[config.mk]
export PLATFORM = sky130hd
export DESIGN_NAME = commit_trace_tx
export DESIGN_NICKNAME = d
export VERILOG_FILES = /design/src/rtl/commit_trace_tx.sv
export SDC_FILE = /design/constraint.sdc
export NUM_CORES = 1
export LEC_CHECK = 0
export BUFFER_PORTS_ARGS = -buffer_cell sky130_fd_sc_hd__buf_2
export CORE_MARGIN = 5
export CORE_UTILIZATION = 55
export DETAILED_ROUTE_END_ITERATION = 16
export PLACE_DENSITY = 0.74
export SLEW_MARGIN = 30
export SYNTH_ARGS = -nofsm -noshare
export SYNTH_HDL_FRONTEND = slang
export SYNTH_SLANG_ARGS = --single-unit
[constraint.sdc]
create_clock -name clk_i -period 11.1 [get_ports clk_i]
set_clock_uncertainty 0.1 [all_clocks]
set_input_delay 0.555 -clock clk_i [delete_from_list [all_inputs] [get_ports clk_i]]
set_output_delay 0.555 -clock clk_i [all_outputs]
set_load 0.005 [all_outputs]
[src/rtl/commit_trace_tx.sv]
// Retirement-trace transmitter: buffers one commit record per retired instruction and
// serializes it as 4..7 32-bit words over a valid/ready stream.
module commit_trace_tx #(
  parameter int unsigned DEPTH = 4
) (
  input  logic        clk_i,
  input  logic        rst_n,
  input  logic        commit_i,
  input  logic [31:0] pc_i,
  input  logic [31:0] instr_i,
  input  logic [31:0] next_pc_i,
  input  logic        rf_we_i,
  input  logic [4:0]  rf_waddr_i,
  input  logic [31:0] rf_wdata_i,
  input  logic        mem_we_i,
  input  logic [31:0] mem_addr_i,
  input  logic [31:0] mem_wdata_i,
  output logic        stall_o,
  output logic        tx_valid_o,
  output logic [31:0] tx_data_o,
  output logic        tx_last_o,
  input  logic        tx_ready_i,
  output logic        overflow_o,
  output logic [7:0]  drop_cnt_o
);

  localparam int unsigned PtrW = (DEPTH > 1) ? $clog2(DEPTH) : 1;
  localparam int unsigned CntW = $clog2(DEPTH + 1);

  typedef struct packed {
    logic [7:0]  seq;
    logic [31:0] pc;
    logic [31:0] instr;
    logic [31:0] next_pc;
    logic        rfw;
    logic        memw;
    logic [4:0]  waddr;
    logic [31:0] wdata;
    logic [31:0] maddr;
    logic [31:0] mdata;
  } rec_t;

  typedef enum logic [2:0] {
    StIdle, StHdr, StPc, StIns, StNpc, StRfd, StMa, StMd
  } state_e;

  rec_t            mem_q [DEPTH];
  rec_t            head;
  rec_t            wr_rec;
  logic [PtrW-1:0] wptr_q, wptr_d, rptr_q, rptr_d;
  logic [CntW-1:0] cnt_q, cnt_d;
  logic [7:0]      seq_q, seq_d;
  logic [7:0]      drop_q, drop_d;
  logic            ovf_q, ovf_d;
  state_e          state_q, state_d;

  logic full, empty, accept, last, push, pop, drop;

  assign full   = (cnt_q == CntW'(DEPTH));
  assign empty  = (cnt_q == '0);
  assign head   = mem_q[rptr_q];
  assign accept = tx_valid_o && tx_ready_i;
  assign pop    = accept && last;
  // A full FIFO still takes the new record when the head leaves on the same edge.
  assign push   = commit_i && (!full || pop);
  assign drop   = commit_i && full && !pop;

  always_comb begin
    wr_rec         = '0;
    wr_rec.seq     = seq_q;
    wr_rec.pc      = pc_i;
    wr_rec.instr   = instr_i;
    wr_rec.next_pc = next_pc_i;
    wr_rec.rfw     = rf_we_i && (rf_waddr_i != 5'd0);
    wr_rec.memw    = mem_we_i;
    wr_rec.waddr   = rf_waddr_i;
    wr_rec.wdata   = rf_wdata_i;
    wr_rec.maddr   = mem_addr_i;
    wr_rec.mdata   = mem_wdata_i;
  end

  always_ff @(posedge clk_i) begin
    if (push) begin
      mem_q[wptr_q] <= wr_rec;
    end
  end

  always_comb begin
    wptr_d = push ? wptr_q + 1'b1 : wptr_q;
    rptr_d = pop ? rptr_q + 1'b1 : rptr_q;
    cnt_d  = cnt_q + CntW'(push) - CntW'(pop);
    seq_d  = commit_i ? seq_q + 8'd1 : seq_q;
    ovf_d  = ovf_q || drop;
    drop_d = (drop && (drop_q != 8'hFF)) ? drop_q + 8'd1 : drop_q;
  end

  // Serializer: next state plus word mux, all decoded from registered state and FIFO head.
  always_comb begin
    state_d    = state_q;
    tx_valid_o = 1'b1;
    tx_data_o  = '0;
    last       = 1'b0;
    case (state_q)
      StIdle: begin
        tx_valid_o = 1'b0;
        if (!empty) state_d = StHdr;
      end
      StHdr: begin
        tx_data_o = {8'hC0, head.seq, head.rfw, head.memw, head.waddr, 9'b0};
        if (accept) state_d = StPc;
      end
      StPc: begin
        tx_data_o = head.pc;
        if (accept) state_d = StIns;
      end
      StIns: begin
        tx_data_o = head.instr;
        if (accept) state_d = StNpc;
      end
      StNpc: begin
        tx_data_o = head.next_pc;
        last      = !head.rfw && !head.memw;
        if (accept) state_d = head.rfw ? StRfd : (head.memw ? StMa : StIdle);
      end
      StRfd: begin
        tx_data_o = head.wdata;
        last      = !head.memw;
        if (accept) state_d = head.memw ? StMa : StIdle;
      end
      StMa: begin
        tx_data_o = head.maddr;
        if (accept) state_d = StMd;
      end
      StMd: begin
        tx_data_o = head.mdata;
        last      = 1'b1;
      end
      default: begin
        tx_valid_o = 1'b0;
        state_d    = StIdle;
      end
    endcase
    if (pop) begin
      state_d = (cnt_q > CntW'(1)) ? StHdr : StIdle;
    end
  end

  always_ff @(posedge clk_i or negedge rst_n) begin
    if (!rst_n) begin
      wptr_q  <= '0;
      rptr_q  <= '0;
      cnt_q   <= '0;
      seq_q   <= '0;
      ovf_q   <= 1'b0;
      drop_q  <= '0;
      state_q <= StIdle;
    end else begin
      wptr_q  <= wptr_d;
      rptr_q  <= rptr_d;
      cnt_q   <= cnt_d;
      seq_q   <= seq_d;
      ovf_q   <= ovf_d;
      drop_q  <= drop_d;
      state_q <= state_d;
    end
  end

  assign tx_last_o  = last;
  assign stall_o    = full;
  assign overflow_o = ovf_q;
  assign drop_cnt_o = drop_q;

endmodule

==> qor.txt <==
Setup repair after global routing missed its margin: false
Run status: complete, no violations
Post-synthesis simple-gate area fraction: 0.0144
Final ANT Viol Nets: 0
Main combinational cell family by area after synthesis: multiplexers
# nets final: 1,927
Tcrit/Tclk final: 0.473
Vias in the first global route: 16,243
Worst-margin pin slew: 0.954 ns
CTS tree: built
Worst Path Required: 11.26 ns
First-pass GRT wire length: 103 mm
Total track usage: 0.216
EDFF count, synth: 828
Remaining global-route overflow: 0
Crit-path cells: buf_6 -> mux2i_1 -> a221oi_2 -> nor3b_4 -> o21a_2 -> and2_4 -> buf_4 -> buf_4
Placed Cells: 2,403
Fin cells: 2,576
H-tree levels: 3
Hold-fix buffers, CTS: 1
# resized after CTS: 0
Final HPWL from detailed placement: 43.3 mm
CP Capture Type: register
FF-to-FF Start: rptr_q[0]
Hold slack: 0.0326 ns
Slowest cell on crit path: and2_4
Most frequent CP cell: buf_4
Clock insertion delay at the later pin of the skew report: 0.63 ns
Synth cell types: 53
Layout fillers: 3,903
Drt initial violations: 1,593
Clock-pin slew on the worst setup and hold paths: 0.07 ns
Commonest cells in the netlist: edfxtp_1, mux4_2, nand2_1
Initial antenna violation count: 28
Port Buffers: 246
Average cell area after synthesis: 23.0 µm²
Max-slew violations: 0
Synthesized net count: 1,637
Number of cell rows: 89
DRC errors left: 0
Post-Synth Adder-Cell Area: 0.00367
Via count: 15,569
GPL Wtd Cong: 0.762
LEAKAGE: 12.6 nW
Origin of the worst setup path: rptr_q[0]
Slew HR: 0.364
Post-CTS setup buffer count: 0
Top cells by area, synth: edfxtp_1, mux4_2, dfrtp_1
Netlist Area Pre-Place: 32,800 µm²
Largest net degree at the start of global routing: 127
Synth top area share: 0.759
Most used DFF post-synth: edfxtp_1
Pwr dens: 273 nW/µm²
CTS buffer count: 82
Sink Count: 855
Count leader, synth: edfxtp_1
Total die area: 64,600 µm²
CP bufs+invs: 3
Final setup TNS: 0 ns
Crit path launch type: register
Multiplexer share of the synthesized area: 0.166
Max stage delay on crit path: 0.76 ns
Top Family by Delay on Critical Path: buffers and inverters
Worst VDD drop: 0.204 mV
Max FO, Critical Path: 60
Starting density of the core: 0.555
Xor/xnor share of the synthesized area: 0.00481
Syn. warnings: 0
Register bit total from synthesis: 855
I/O Pins: 247
Layout cells sized above 1: 0.363
Maxcap violations: 0
Core Box Area: 59,000 µm²
Clk root buf: clkbuf_16
Routed vias/inst: 6.04
Die width: 254 µm
Type of the worst setup path: register to register
Die H: 254 µm
Final Setup Violations: 0
Post-synth top area cell: edfxtp_1
Routed WL: 69.4 mm
Sequential share of the synthesized area: 0.779
Synth Instances: 1,425
Compound-Gate Fraction of Synth Area: 0.0201
Fmax: 191 MHz
CTS max path bufs: 3
DRT Pass-1 Iters: 5
Tightest Hold Check Type: input pin to register
Worst Path Arrival: 5.40 ns
Layout area overhead: 14.9%
Min Clock Period, post-route: 5.25 ns
Final Hold Fails: 0
FFs w/ async S/R, synth: 0.0316
Avg WL per Cell: 26.9 µm
Hold Startpoint: pc_i[26]
## cell families (layout without fill, tap and decap cells)
logic type               count (synthesis)  count (layout)
flip-flops                             855             855
multiplexers                           279             279
AND/OR/NAND/NOR                         98              98
AO/OA/AOI/OAI                           88              88
buffers and inverters                   78             434
XOR/XNOR                                18              18
adder cells (fa/ha/maj)                  9               9
other                                    0              22
## final timing paths
check                           slack [ns]  depth (start not counted)             to
worst max register to register        5.85                          8   mem_q[0][10]
min in group asynchronous             0.40                          2       cnt_q[2]
worst min-delay path                  0.03                          1  mem_q[1][193]
max in group asynchronous             9.98                          2      rptr_q[0]
worst min register to register        0.40                          1  drop_cnt_o[7]
worst max-delay path                  5.85                          8   mem_q[0][10]
## stage by stage
stage | worst slack (ns) | total power, mW | cell area [µm²] | utilization
final | 5.85 | 10.3 | 37600 | 0.638
after global routing | 5.43 | 10.7 | 37600 | 0.637
after CTS | 5.50 | 10.4 | 37600 | 0.637
after detailed placement | 5.52 | 7.64 | 34900 | 0.592
after global placement | 5.50 | 7.55 | 34800 | 0.590
after floorplan | 4.07 | 6.73 | 32800 | -
## layer usage
layer / global-route usage / up-vias / share of wire
met1: 0.308 / 8184 / 0.40
met2: 0.337 / 590 / 0.50
met5: 0 / - / 0.0012
li1: - / 6668 / -
met3: 0.0498 / 115 / 0.075
met4: 0.0746 / 12 / 0.024
## final cells by class
cell class	count	area [µm²]	area share
Sequential cell	855	25500	0.679
Multi-Input combinational cell	492	6860	0.182
Clock buffer	98	2130	0.0567
Timing Repair Buffer	276	1560	0.0413
Tap cell	773	967	0.0257
Clock inverter	52	494	0.0131
Antenna cell	22	55.1	0.00146
Inverter	8	31.3	0.000831
## power breakdown
group          total (mW)  switching, mW  internal, mW
Combinational        3.03           1.68          1.35
Clock                2.73           1.16          1.56
Sequential           4.51          0.218          4.29
## registers in the layout, summed over array words and instances (netlist names)
signal	flops
cnt_q	3
wptr_q	2
mem_q	828
seq_q	8
rptr_q	2
overflow_o	1
state_q	3
drop_cnt_o	8
## layout by cell type, fill, tap and decap left out, drive strengths merged, types with 2 or more instances in the layout
cell,n
nor2,18
a311o,2
o211ai,15
o21a,2
o21ai,10
xor2,9
bufinv,8
a221oi,8
ha,8
a221o,4
and3,2
nand3,5
nand4,5
diode,22
clkbuf,98
clkinv,36
and2,5
mux4,207
xnor2,9
o22ai,6
clkinvlp,5
mux2,33
nor4,2
dfrtp,27
nor3,7
nor2b,3
inv,11
edfxtp,828
buf,275
a22oi,28
nand2,41
nand2b,5
mux2i,39
a21oi,4
Power figures use the tool's default switching activity.
